**config.mk**
```make
export PLATFORM = sky130hd
export DESIGN_NAME = axi4lite_cmd_seq
export DESIGN_NICKNAME = d
export VERILOG_FILES = /design/src/rtl/axi4lite_pkg.sv /design/src/rtl/cmd_fifo.sv /design/src/rtl/axi4lite_cmd_seq.sv
export SDC_FILE = /design/constraint.sdc
export NUM_CORES = 1
export LEC_CHECK = 0
export BUFFER_PORTS_ARGS = -buffer_cell sky130_fd_sc_hd__buf_2
export CORE_MARGIN = 5
export CORE_UTILIZATION = 51
export DETAILED_ROUTE_END_ITERATION = 6
export PLACE_DENSITY = 0.73
export SYNTH_ARGS = -nofsm -noshare
export SYNTH_HDL_FRONTEND = slang
export SYNTH_HIERARCHICAL = 1
export SYNTH_SLANG_ARGS = --single-unit
```
**constraint.sdc**
```tcl
create_clock -name clk -period 2.6 [get_ports clk]
set_clock_uncertainty 0.15 [all_clocks]
set_input_delay 0.39 -clock clk [delete_from_list [all_inputs] [get_ports clk]]
set_output_delay 0.39 -clock clk [all_outputs]
set_load 0.01 [all_outputs]
```
**src/rtl/axi4lite_pkg.sv**
```systemverilog
`default_nettype none
// ============================================================================
// Package  : axi4lite_pkg
// Brief    : Shared encodings and default widths for the command sequencer.
// Revision : 1.0 - initial release
// ============================================================================
package axi4lite_pkg;

    localparam int c_def_addr_w     = 2;
    localparam int c_def_data_w     = 8;
    localparam int c_def_fifo_depth = 4;
    localparam int c_def_timeout    = 255;

    localparam int c_state_w = 2;
    typedef logic [c_state_w-1:0] state_t;

    localparam state_t c_st_idle      = 2'd0;
    localparam state_t c_st_issue     = 2'd1;
    localparam state_t c_st_wait_done = 2'd2;

    localparam logic c_op_wr = 1'b0;
    localparam logic c_op_rd = 1'b1;

    // Occupancy counter must represent DEPTH itself, hence the extra bit.
    function automatic int fifo_cnt_w(input int depth);
        return $clog2(depth) + 1;
    endfunction

endpackage
`default_nettype wire

```
**src/rtl/cmd_fifo.sv**
```systemverilog
`default_nettype none
// ============================================================================
// Module   : cmd_fifo
// Brief    : Synchronous command FIFO; a push while full is accepted only
//            when a pop happens in the same cycle.
// Revision : 1.0 - initial release
// ============================================================================
module cmd_fifo
    import axi4lite_pkg::*;
#(
    parameter int WIDTH = 11,
    parameter int DEPTH = c_def_fifo_depth
) (
    input  logic             clk,
    input  logic             rst_n,
    input  logic             push,
    input  logic [WIDTH-1:0] push_data,
    input  logic             pop,
    output logic [WIDTH-1:0] pop_data,
    output logic             full,
    output logic             empty
);

    localparam int c_ptr_w = $clog2(DEPTH);
    localparam int c_cnt_w = fifo_cnt_w(DEPTH);

    logic [WIDTH-1:0]   r_mem [DEPTH];
    logic [c_ptr_w-1:0] r_wr_ptr;
    logic [c_ptr_w-1:0] r_rd_ptr;
    logic [c_cnt_w-1:0] r_count;
    logic               w_do_push;
    logic               w_do_pop;

    assign full      = (r_count == c_cnt_w'(DEPTH));
    assign empty     = (r_count == '0);
    assign w_do_pop  = pop && !empty;
    assign w_do_push = push && (!full || w_do_pop);
    assign pop_data  = r_mem[r_rd_ptr];

    always_ff @(posedge clk) begin
        if (w_do_push) begin
            r_mem[r_wr_ptr] <= push_data;
        end
    end

    // Pointers wrap naturally because DEPTH is a power of two.
    always_ff @(posedge clk or negedge rst_n) begin
        if (!rst_n) begin
            r_wr_ptr <= '0;
            r_rd_ptr <= '0;
            r_count  <= '0;
        end else begin
            if (w_do_push) begin
                r_wr_ptr <= r_wr_ptr + 1'b1;
            end
            if (w_do_pop) begin
                r_rd_ptr <= r_rd_ptr + 1'b1;
            end
            case ({w_do_push, w_do_pop})
                2'b10:   r_count <= r_count + 1'b1;
                2'b01:   r_count <= r_count - 1'b1;
                default: r_count <= r_count;
            endcase
        end
    end

endmodule
`default_nettype wire

```
**src/rtl/axi4lite_cmd_seq.sv**
```systemverilog
`default_nettype none
// ============================================================================
// Module   : axi4lite_cmd_seq
// Brief    : Turns asynchronous read/write request pins into queued commands
//            and sequences them onto an AXI4-Lite master start/done handshake.
// Revision : 1.0 - initial release
// ============================================================================
module axi4lite_cmd_seq
    import axi4lite_pkg::*;
#(
    parameter int ADDR_W     = c_def_addr_w,
    parameter int DATA_W     = c_def_data_w,
    parameter int FIFO_DEPTH = c_def_fifo_depth,
    parameter int TIMEOUT    = c_def_timeout
) (
    input  logic              clk,
    input  logic              rst_n,
    input  logic              req_wr,
    input  logic              req_rd,
    input  logic [ADDR_W-1:0] req_addr,
    input  logic [DATA_W-1:0] req_wdata,
    output logic              m_start_write,
    output logic [ADDR_W-1:0] m_write_addr,
    output logic [DATA_W-1:0] m_write_data,
    output logic              m_start_read,
    output logic [ADDR_W-1:0] m_read_addr,
    input  logic [DATA_W-1:0] m_read_data,
    input  logic              m_done,
    output logic [DATA_W-1:0] rd_data,
    output logic              rd_valid,
    output logic              busy,
    output logic [2:0]        status
);

    localparam int c_entry_w = 1 + ADDR_W + DATA_W;
    localparam int c_tmo_w   = $clog2(TIMEOUT + 1);

    // [0] metastability flop, [1] synchronised level, [2] previous level
    logic [2:0]           r_wr_sync;
    logic [2:0]           r_rd_sync;
    logic                 w_wr_rise;
    logic                 w_rd_rise;
    logic                 w_push_req;
    logic                 w_push_op;
    logic [c_entry_w-1:0] w_push_data;
    logic [c_entry_w-1:0] w_head;
    logic                 w_head_op;
    logic [ADDR_W-1:0]    w_head_addr;
    logic [DATA_W-1:0]    w_head_data;
    logic                 w_fifo_full;
    logic                 w_fifo_empty;
    logic                 w_pop;
    state_t               r_state;
    logic                 r_op;
    logic [c_tmo_w-1:0]   r_tmo_cnt;
    logic                 r_st_timeout;
    logic                 r_st_overflow;
    logic                 r_st_collision;

    assign w_wr_rise   = r_wr_sync[1] & ~r_wr_sync[2];
    assign w_rd_rise   = r_rd_sync[1] & ~r_rd_sync[2];
    assign w_push_req  = w_wr_rise | w_rd_rise;
    assign w_push_op   = w_wr_rise ? c_op_wr : c_op_rd;
    assign w_push_data = {w_push_op, req_addr, req_wdata};
    assign w_head_op   = w_head[c_entry_w-1];
    assign w_head_addr = w_head[DATA_W +: ADDR_W];
    assign w_head_data = w_head[DATA_W-1:0];
    assign w_pop       = (r_state == c_st_idle) && !w_fifo_empty;
    assign busy        = (r_state != c_st_idle) || !w_fifo_empty;
    assign status      = {r_st_timeout, r_st_overflow, r_st_collision};

    always_ff @(posedge clk or negedge rst_n) begin
        if (!rst_n) begin
            r_wr_sync <= '0;
            r_rd_sync <= '0;
        end else begin
            r_wr_sync <= {r_wr_sync[1:0], req_wr};
            r_rd_sync <= {r_rd_sync[1:0], req_rd};
        end
    end

    cmd_fifo #(
        .WIDTH (c_entry_w),
        .DEPTH (FIFO_DEPTH)
    ) u_cmd_fifo (
        .clk       (clk),
        .rst_n     (rst_n),
        .push      (w_push_req),
        .push_data (w_push_data),
        .pop       (w_pop),
        .pop_data  (w_head),
        .full      (w_fifo_full),
        .empty     (w_fifo_empty)
    );

    // A read edge coinciding with a write edge is dropped by w_push_op.
    always_ff @(posedge clk or negedge rst_n) begin
        if (!rst_n) begin
            r_st_overflow  <= 1'b0;
            r_st_collision <= 1'b0;
        end else begin
            if (w_wr_rise && w_rd_rise) begin
                r_st_collision <= 1'b1;
            end
            if (w_push_req && w_fifo_full && !w_pop) begin
                r_st_overflow <= 1'b1;
            end
        end
    end

    always_ff @(posedge clk or negedge rst_n) begin
        if (!rst_n) begin
            r_state       <= c_st_idle;
            r_op          <= c_op_wr;
            r_tmo_cnt     <= '0;
            r_st_timeout  <= 1'b0;
            m_start_write <= 1'b0;
            m_start_read  <= 1'b0;
            m_write_addr  <= '0;
            m_write_data  <= '0;
            m_read_addr   <= '0;
            rd_data       <= '0;
            rd_valid      <= 1'b0;
        end else begin
            m_start_write <= 1'b0;
            m_start_read  <= 1'b0;
            rd_valid      <= 1'b0;
            case (r_state)
                c_st_idle: begin
                    if (!w_fifo_empty) begin
                        r_op <= w_head_op;
                        if (w_head_op == c_op_wr) begin
                            m_write_addr <= w_head_addr;
                            m_write_data <= w_head_data;
                        end else begin
                            m_read_addr <= w_head_addr;
                        end
                        r_state <= c_st_issue;
                    end
                end
                c_st_issue: begin
                    r_tmo_cnt     <= '0;
                    m_start_write <= (r_op == c_op_wr);
                    m_start_read  <= (r_op == c_op_rd);
                    r_state       <= c_st_wait_done;
                end
                c_st_wait_done: begin
                    if (m_done) begin
                        if (r_op == c_op_rd) begin
                            rd_data  <= m_read_data;
                            rd_valid <= 1'b1;
                        end
                        r_state <= c_st_idle;
                    end else if (r_tmo_cnt == c_tmo_w'(TIMEOUT - 1)) begin
                        r_st_timeout <= 1'b1;
                        r_state      <= c_st_idle;
                    end else begin
                        r_tmo_cnt <= r_tmo_cnt + 1'b1;
                    end
                end
                default: r_state <= c_st_idle;
            endcase
        end
    end

endmodule
`default_nettype wire

```
==> flow_summary.ini <==
[status]
status = finished with violations
violations = negative hold slack

[placed_design]
numPortBuffers = 49
gp_congestion = 0.8154
dp_hpwl_um = 4190

[critical_path]
crit_path_top_delay_cell = dfrtp_2
r2r-start = r_state[0]
cp-endpoint = u_cmd_fifo/r_count[2]
crit_path_start_kind = flip-flop
cp.depth = 8
cp_slowest_stage_delay_ns = 0.46
startpoint = r_state[0]
rrSetupSlack_ns = 0.15
critPathBufInv = 1
crit_type = reg -> reg
endpoint_kind = flip-flop
required_ns = 2.67
crit_fanout = 6
r2r_cells = 8
r2r_end = u_cmd_fifo/r_count[2]
worstPathCellList = or3_4, clkinv_2, nand2b_1, or2_2, fa_1, nand2b_1, o211ai_1, o311ai_0
path_common_cell = nand2b_1
cp_top_family = simple AND/OR/NAND/NOR gates
cp.arrival_ns = 2.52

[timing]
clock.fmax_ghz = 0.4082
slew_viol_final = 0
rsz0062_at_grt = true
whs_ns = -0.006068
relSlewSlack = 0.5629
setup_viol = 0
fin_crit_ns = 2.450
fin_crit_sh = 0.9423
hold_viol = 8
worst_pin_slew_ns = 0.6557

[routing]
routed_wl_um = 6172
vias_per_cell = 5.144
drtPass1Iterations = 4
drtIter0Drc = 52
ant_nets = 0
drcViolationCount = 0
vias = 2145
wl_per_cell_um = 14.80

[synth]
ys.warnings.count = 6
ys_async_sr_fraction = 0.5319
yosys-top-cells-count = dfrtp_1 (50), edfxtp_1 (44), nand2_1 (32)
yosysMostFrequentCell = dfrtp_1
syn_avg_cell_area_um2 = 15.26
syn_area_um2 = 3815
synth.net_count = 280
ys_seq_area_frac = 0.6743
ys_ff_latch = 94
syn_inst = 250
synth_area_leaders = edfxtp_1 (35%), dfrtp_1 (33%), mux4_2 (6.5%)
synth_enable_flop_cells = 44
yosysTopAreaCellShare = 0.3463
ys.flop_type = dfrtp_1
yosysTopAreaCell = edfxtp_1
synth_cell_types = 46

[floorplan]
initial_core_util = 0.5260
dieArea_um2 = 9310
fp.coreArea_um2 = 7253
ios = 50
die_h_um = 96.49
num_rows = 31
dieWidth_um = 96.49

[cells_and_area]
synthToLayoutAreaGrowth_pct = 16.92
num-nets-final = 343
n_antenna_cell = 0
final_util = 0.6150
drive_gt1_frac = 0.3491
num-fill-cells = 552

[power_and_ir_drop]
irDropWorstVdd_mv = 0.4327
cellLeakagePower_nw = 1.893
power-per-cell-area_nw_per_um2 = 1105

[grt]
track_usage = 0.1523
grt_pass1_vias = 2166
grt_pass1_wl_um = 10450
grt_overflow = 0
grt_start_max_net_pins = 51
antenna_found_initial = 0

[clock_tree]
path_clk_slew_ns = 0.09
cts_buffers = 9
clock-sinks = 94
cts-root-buf = clkbuf_8
clk_latency_ns = 0.35
htreeDepth = 3
cts_tree = yes
clockBufferDepth = 2

[run]
cap_viol_max_count = 0

[hold_path]
hp-class = in -> async
[routing by layer]
layer,part of all wire,global-route usage
met3,0.032,0.03253
met4,0.021,0.08061
met2,0.51,0.2431
met1,0.44,0.1961
met5,0,0
[worst min path at each step]
stage	cells after the start	startpoint	slack [ns]	endpoint
2_1_floorplan	0	rst_n	-0.06	m_read_addr[0]
3_3_place_gp	0	r_rd_sync[0]	0.19	r_rd_sync[1]
3_5_place_dp	0	r_rd_sync[0]	0.19	r_rd_sync[1]
4_1_cts	2	rst_n	0.007	m_write_data[6]
5_1_grt	2	rst_n	0.04	m_write_data[6]
6_report	2	rst_n	-0.006	r_tmo_cnt[6]
[stage by stage]
| stage | setup slack [ns] | instances | setup TNS, ns | power [mW] | area [µm²] |
|---|---|---|---|---|---|
| after floorplan | 0.01974 | 250 | 0 | 3.433 | 3825 |
| final | 0.1501 | 417 | 0 | 4.930 | 4461 |
| after global placement | 0.1616 | 399 | 0 | 3.889 | 4212 |
| after global routing | -0.007348 | 417 | -0.007348 | 5.289 | 4461 |
| after CTS | 0.08832 | 417 | 0 | 5.000 | 4453 |
| after detailed placement | 0.08021 | 399 | 0 | 3.953 | 4212 |
[layout by cell type (no fill, tap or decap), types with 3 or more instances in the layout]
cell type	Yosys	routed
buf_4	4	11
mux2_2	10	10
ha_1	6	6
mux2i_1	3	3
o21ai_0	5	5
and2_1	4	4
buf_2	2	49
dfrtp_1	50	48
xnor2_1	4	4
nand2_1	32	32
inv_1	9	9
mux2_4	3	3
nand2b_1	6	6
clkbuf_8	0	9
o21bai_1	3	3
mux4_2	11	11
edfxtp_1	44	44
nor2_1	6	6
nand3b_1	5	5
o211ai_1	4	4
nand3_1	6	6
[state kept, by name, indices dropped and copies added (netlist names)]
register             count
u_cmd_fifo/r_wr_ptr      2
r_st_collision           1
u_cmd_fifo/r_count       3
r_state                  2
r_tmo_cnt                8
r_st_timeout             1
rd_valid                 1
rd_data                  8
m_write_data             8
m_read_addr              2
m_start_read             1
r_st_overflow            1
u_cmd_fifo/r_mem        44
m_write_addr             2
r_wr_sync                3
r_op                     1
u_cmd_fifo/r_rd_ptr      2
r_rd_sync                3
m_start_write            1
[logic make-up (layout without fill, tap and decap cells)]
group,count (synthesis),in the layout,share of synthesized area
buffers and inverters,21,89,0.02558
XOR/XNOR,5,5,0.01148
AND/OR/NAND/NOR,73,73,0.1050
flip-flops,94,94,0.6743
adder cells (fa/ha/maj),7,7,0.02493
AO/OA/AOI/OAI,23,23,0.04460
multiplexers,27,27,0.1141
[timing repair]
action / in CTS / in global routing
setup buffers: 0 / 0
endpoints found under the hold margin: 2 / 0
resized for setup: 0 / 3
endpoints found under the setup margin: 0 / 2
hold buffers: 2 / 0
[layout make-up]
cell class	count	area, µm²	share of cell area
multi-input cells	135	1150	0.2578
inverters	11	42.54	0.009537
clock inverters	6	93.84	0.02104
clock buffers	10	127.6	0.02861
repair buffers	62	347.8	0.07798
flip-flops and latches	94	2575	0.5773
well taps	99	123.9	0.02777
[worst register-to-register path, cell delays in order (launching register included)]
cell	delay [ns]
dfrtp_2	0.46
or3_4	0.44
clkinv_2	0.07
nand2b_1	0.09
or2_2	0.29
fa_1	0.38
nand2b_1	0.17
o211ai_1	0.15
o311ai_0	0.14
[power by group]
part	switching [mW]	internal (mW)	total [mW]
clock network	0.487	0.548	1.03
logic	0.875	0.850	1.72
registers	0.194	1.98	2.17
Note: power is estimated with default switching activity, not from simulation.
